--- config.mk ---
export PLATFORM = sky130hd
export DESIGN_NAME = spi_master_ctrl
export DESIGN_NICKNAME = d
export VERILOG_FILES = /design/src/rtl/spi_master_ctrl.sv
export SDC_FILE = /design/constraint.sdc
export NUM_CORES = 1
export LEC_CHECK = 0
export ABC_CLOCK_PERIOD_IN_PS = 3290
export CORE_ASPECT_RATIO = 1.75
export CORE_MARGIN = 5
export CORE_UTILIZATION = 52
export CTS_CLUSTER_SIZE = 40
export DETAILED_ROUTE_END_ITERATION = 16
export PLACE_DENSITY = 0.85
export SLEW_MARGIN = 40
export SYNTH_ARGS = -nofsm -noshare
export SYNTH_HDL_FRONTEND = slang
export SYNTH_SLANG_ARGS = --single-unit
--- constraint.sdc ---
create_clock -name pclk -period 3.29 [get_ports pclk]
set_clock_uncertainty 0.2 [all_clocks]
set_input_delay 0.329 -clock pclk [delete_from_list [all_inputs] [get_ports pclk]]
set_output_delay 0.329 -clock pclk [all_outputs]
set_load 0.02 [all_outputs]
--- src/rtl/spi_master_ctrl.sv ---
// spi_master_ctrl
//   SPI master. Accepts one DATA_WIDTH word per tx_valid/tx_ready handshake and
//   runs one full-duplex frame on cs/sclk/mosi0/miso0, then returns the received
//   word on a single-cycle rx_valid strobe.
//
//   state | meaning
//   ------+-----------------------------------------------------------------
//   IDLE  | ready for a request; sclk follows cpol, cs all high
//   SETUP | cs asserted, sclk at idle level for one half-period
//   XFER  | 2*DATA_WIDTH sclk edges, one per half-period
//   HOLD  | sclk idle, cs still asserted for one half-period, then rx_valid
//
// Ports
//   pclk, areset          clock, asynchronous active-low reset
//   cpol, cpha, msb_first SPI mode and bit order (captured at acceptance)
//   baud_div              half-period = baud_div+1 pclk cycles (captured)
//   cs_sel                slave index; out-of-range selects no slave
//   tx_valid/tx_ready     request handshake, tx_data = word to send
//   rx_valid/rx_data      received word strobe / holding register
//   busy                  acceptance through rx_valid cycle inclusive
//   sclk, cs, mosi0       serial outputs (all registered)
//   miso0                 serial input
module spi_master_ctrl #(
  parameter int DATA_WIDTH     = 8,
  parameter int NO_OF_SLAVES   = 1,
  parameter int BAUD_DIV_WIDTH = 8,
  localparam int CS_W          = (NO_OF_SLAVES > 1) ? $clog2(NO_OF_SLAVES) : 1
) (
  input  logic                      pclk,
  input  logic                      areset,
  input  logic                      cpol,
  input  logic                      cpha,
  input  logic                      msb_first,
  input  logic [BAUD_DIV_WIDTH-1:0] baud_div,
  input  logic [CS_W-1:0]           cs_sel,
  input  logic                      tx_valid,
  output logic                      tx_ready,
  input  logic [DATA_WIDTH-1:0]     tx_data,
  output logic                      rx_valid,
  output logic [DATA_WIDTH-1:0]     rx_data,
  output logic                      busy,
  output logic                      sclk,
  output logic [NO_OF_SLAVES-1:0]   cs,
  output logic                      mosi0,
  input  logic                      miso0
);

  localparam int EC_W = $clog2(2 * DATA_WIDTH);

  typedef enum logic [1:0] {IDLE, SETUP, XFER, HOLD} state_t;

  state_t                    state;
  logic [BAUD_DIV_WIDTH-1:0] cnt;
  logic [BAUD_DIV_WIDTH-1:0] div_r;
  logic [EC_W-1:0]           edge_cnt;
  logic                      cpha_r;
  logic                      msb_r;
  logic [DATA_WIDTH-1:0]     tx_sh;
  logic [DATA_WIDTH-1:0]     rx_sh;
  logic                      last_edge;

  assign last_edge = (edge_cnt == EC_W'(2 * DATA_WIDTH - 1));

  function automatic logic out_bit(input logic [DATA_WIDTH-1:0] w, input logic msb);
    return msb ? w[DATA_WIDTH-1] : w[0];
  endfunction

  function automatic logic [DATA_WIDTH-1:0] shift_out(input logic [DATA_WIDTH-1:0] w,
                                                      input logic msb);
    return msb ? {w[DATA_WIDTH-2:0], 1'b0} : {1'b0, w[DATA_WIDTH-1:1]};
  endfunction

  // Received bits enter from the side opposite to the transmit side so the
  // assembled word ends up in natural (non-reversed) order.
  function automatic logic [DATA_WIDTH-1:0] shift_in(input logic [DATA_WIDTH-1:0] w,
                                                     input logic b, input logic msb);
    return msb ? {w[DATA_WIDTH-2:0], b} : {b, w[DATA_WIDTH-1:1]};
  endfunction

  function automatic logic [NO_OF_SLAVES-1:0] cs_decode(input logic [CS_W-1:0] sel);
    logic [NO_OF_SLAVES-1:0] v;
    v = '1;
    for (int i = 0; i < NO_OF_SLAVES; i++) begin
      if (sel == CS_W'(i)) v[i] = 1'b0;
    end
    return v;
  endfunction

  always_ff @(posedge pclk or negedge areset) begin
    if (!areset) begin
      state    <= IDLE;
      cnt      <= '0;
      div_r    <= '0;
      edge_cnt <= '0;
      cpha_r   <= 1'b0;
      msb_r    <= 1'b0;
      tx_sh    <= '0;
      rx_sh    <= '0;
      tx_ready <= 1'b1;
      rx_valid <= 1'b0;
      rx_data  <= '0;
      busy     <= 1'b0;
      sclk     <= 1'b0;
      cs       <= '1;
      mosi0    <= 1'b0;
    end else begin
      rx_valid <= 1'b0;
      case (state)
        IDLE: begin
          sclk     <= cpol;
          cs       <= '1;
          busy     <= 1'b0;
          tx_ready <= 1'b1;
          if (tx_valid) begin
            cpha_r   <= cpha;
            msb_r    <= msb_first;
            div_r    <= baud_div;
            cnt      <= baud_div;
            tx_sh    <= tx_data;
            rx_sh    <= '0;
            cs       <= cs_decode(cs_sel);
            tx_ready <= 1'b0;
            busy     <= 1'b1;
            state    <= SETUP;
            // cpha=0 slaves sample on the first edge, so the first bit must
            // already be on the wire when cs asserts.
            if (!cpha) mosi0 <= out_bit(tx_data, msb_first);
          end
        end

        SETUP: begin
          if (cnt == '0) begin
            cnt      <= div_r;
            edge_cnt <= '0;
            state    <= XFER;
          end else begin
            cnt <= cnt - BAUD_DIV_WIDTH'(1);
          end
        end

        XFER: begin
          if (cnt == '0) begin
            cnt      <= div_r;
            sclk     <= ~sclk;
            edge_cnt <= edge_cnt + EC_W'(1);
            if (!edge_cnt[0]) begin
              // leading edge
              if (cpha_r) begin
                mosi0 <= out_bit(tx_sh, msb_r);
                tx_sh <= shift_out(tx_sh, msb_r);
              end else begin
                rx_sh <= shift_in(rx_sh, miso0, msb_r);
              end
            end else begin
              // trailing edge
              if (cpha_r) begin
                rx_sh <= shift_in(rx_sh, miso0, msb_r);
              end else if (!last_edge) begin
                mosi0 <= out_bit(shift_out(tx_sh, msb_r), msb_r);
                tx_sh <= shift_out(tx_sh, msb_r);
              end
            end
            if (last_edge) state <= HOLD;
          end else begin
            cnt <= cnt - BAUD_DIV_WIDTH'(1);
          end
        end

        HOLD: begin
          if (cnt == '0) begin
            cs       <= '1;
            rx_valid <= 1'b1;
            rx_data  <= rx_sh;
            tx_ready <= 1'b1;
            state    <= IDLE;
          end else begin
            cnt <= cnt - BAUD_DIV_WIDTH'(1);
          end
        end

        default: state <= IDLE;
      endcase
    end
  end

endmodule

==> results.txt <==
initial antenna violation count -> 0
standard-cell rows -> 36
Final #Nets -> 355
top-area cell type share of the netlist area -> 43.1%
Cells after Synth -> 290
Tightest Pin Transition -> 0.632 ns
family with the most delay on the worst path -> compound AO/OA/AOI/OAI gates
I/O pins -> 38
Max rail drop VDD -> 0.274 mV
top cells by area, synth -> dfrtp_1 43%, mux2_2 13%, mux2i_1 5.6%
first-pass GRT wire length -> 12,000 um
most common cell after layout, fill and taps aside -> dfrtp_1
crit-path max cell delay -> 0.49 ns
post-cts gate resize count -> 0
vias -> 2,421
worst skew pair latency -> 0.30 ns
Critical Path End Type -> register
CP Launch Type -> register
Overall Power -> 1650 uW
Die H -> 111 um
Cell Area, Synth -> 3020 sq um
layout cell share with drive strength beyond 1 -> 18.7%
Peak Freq -> 353 MHz
Detail Route Antenna Nets -> 0
Hold Crit Class -> input pin to async pin
Setup Total Neg Slack -> 0 ns
vias in the first global route -> 2,555
area leader, netlist -> dfrtp_1
GRT Resource Usage Total -> 20.4%
Max-Cap Viols -> 0
initial drt markers -> 276
largest net degree at the start of global routing -> 37
status -> finished, final reports clean
CP max stage cell -> or4b_1
Layout area overhead -> 18.7%
main flop type after synthesis -> dfrtp_1
share of flip-flops with an asynchronous set or reset -> 100%
Vias/cell -> 6.02
cell-by-cell trace of the critical path -> inv_1 > ha_1 > or4b_1 > o41a_1 > a211oi_4 > mux2_2
Crit Path Max Fanout -> 8
Starting Density -> 53.6%
input/output buffers -> 37
die width -> 67.6 um
Post-synth EDFFs -> 0
DRT Pass-1 Iters -> 4
diode count -> 0
critical path type -> register to register
final setup violation count -> 0
Post-CTS Hold Fix Bufs -> 1
TritonCTS clock tree -> built
number of remaining DRC errors -> 0
DIE AREA -> 7490 sq um
CTS max path bufs -> 2
Worst-path clk slew -> 0.09 ns
Sink Count -> 54
Req. time, crit path -> 3.28 ns
Seq/Total Area, Yosys -> 44.9%
unrepaired setup endpoints after global routing -> false
Num CTS Buffers -> 5
DRT Wirelength -> 6940 um
normalized max-slew margin -> 57.6%
total global routing overflow -> 0
H-tree depth -> 2
fin area -> 3580 sq um
Buf/Inv on CP -> 1
Leak Pwr -> 0.00154 uW
CP arrival -> 2.83 ns
Post-DP HPWL -> 5030 um
Clk Tree Root Cell -> clkbuf_8
Final Cycle Share -> 86.1%
Yosys warning count -> 0
Post-CTS Repair Setup Buffers -> 0
most frequent cells in the layout -> 51 x dfrtp_1, 36 x mux2_2, 36 x clkdlybuf4s50_1, 21 x nor2_1, 17 x mux2i_1
crit path time final -> 2.83 ns
Pwr Density -> 461 nW/um^2
count of state elements after synthesis -> 54
Final Hold Fails -> 0
WL/cell -> 17.3 um
Post-Syn Nets -> 320
Mean Syn Cell Area -> 10.4 sq um
Distinct cells, synth -> 50
DP Area -> 3480 sq um
max-slew violation count -> 0
gpl congestion -> 0.935
core area -> 5630 sq um
[stage by stage]
stage	cells	hold WS [ns]	utilization, %	worst slack, ns
2_1_floorplan	290	-0.167	-	0.564
3_3_place_gp	393	0.255	61.8	0.563
3_5_place_dp	393	0.264	61.8	0.502
4_1_cts	402	0.314	63.6	0.474
5_1_grt	402	0.327	63.6	0.329
6_report	402	0.316	63.6	0.456
[registers in the layout, indices dropped and copies added, names as in the netlist, 2 cells and up]
register	flops
tx_sh	8
edge_cnt	4
rx_sh	8
state	2
cnt	8
div_r	8
rx_data	8
[kinds of logic (layout without fill, tap and decap cells)]
group | after synthesis | count (layout) | share of synthesized area (%)
AO/OA/AOI/OAI | 71 | 71 | 16.0
XOR/XNOR | 2 | 2 | 0.581
adder cells (fa/ha/maj) | 6 | 6 | 2.49
buffers and inverters | 33 | 69 | 4.19
flip-flops | 54 | 54 | 44.9
multiplexers | 54 | 54 | 19.8
AND/OR/NAND/NOR | 70 | 70 | 12.0
[routing by layer]
layer | global-route usage, % | vias to the layer above | part of all wire [%]
met4 | 8.94 | 0 | 3.1
li1 | - | 1133 | -
met2 | 34.1 | 70 | 54
met1 | 25.2 | 1200 | 39
met5 | 0 | - | 0
met3 | 3.04 | 18 | 4.0
[power breakdown]
part | leakage, uW | switching (uW) | internal, uW | total (uW)
combinational | 0.000807 | 229 | 213 | 442
clock | 0.0000482 | 211 | 170 | 382
sequential | 0.000688 | 101 | 727 | 828
[cell usage after synthesis (all sizes together), types with 3 or more instances]
master,count
buf,4
o21ai,15
nor4,4
mux2,36
nor2b,8
o22ai,4
nor3,5
or3,4
o31ai,3
mux2i,17
dfrtp,52
nand2,10
a211oi,3
nor2,21
ha,6
a21oi,16
a31oi,6
clkbuf,15
a21boi,3
inv,14
nand3,5
nand2b,4
o211ai,4
[area by class of cell]
cell class / instances / area, sq um
Sequential cell: 54 / 1360
Tap cell: 76 / 95.1
Multi-Input combinational cell: 203 / 1540
Clock buffer: 7 / 86.3
Inverter: 14 / 52.6
Timing Repair Buffer: 47 / 445
Clock inverter: 1 / 5.00
Fill cell: 460 / 2050
[worst paths after layout]
kind | from | endpoint | slack (ns) | cells after the start
worst min-delay path | areset | busy | 0.32 | 2
max in group asynchronous | areset | rx_data[2] | 2.04 | 3
worst max-delay path | cnt[0] | rx_sh[5] | 0.46 | 6
worst min register to register | rx_data[7] | rx_data[7] | 0.32 | 1
min in group pclk | rx_data[7] | rx_data[7] | 0.32 | 1
worst max register to register | cnt[0] | rx_sh[5] | 0.46 | 6
No activity file was read; power rests on OpenSTA's default activity.
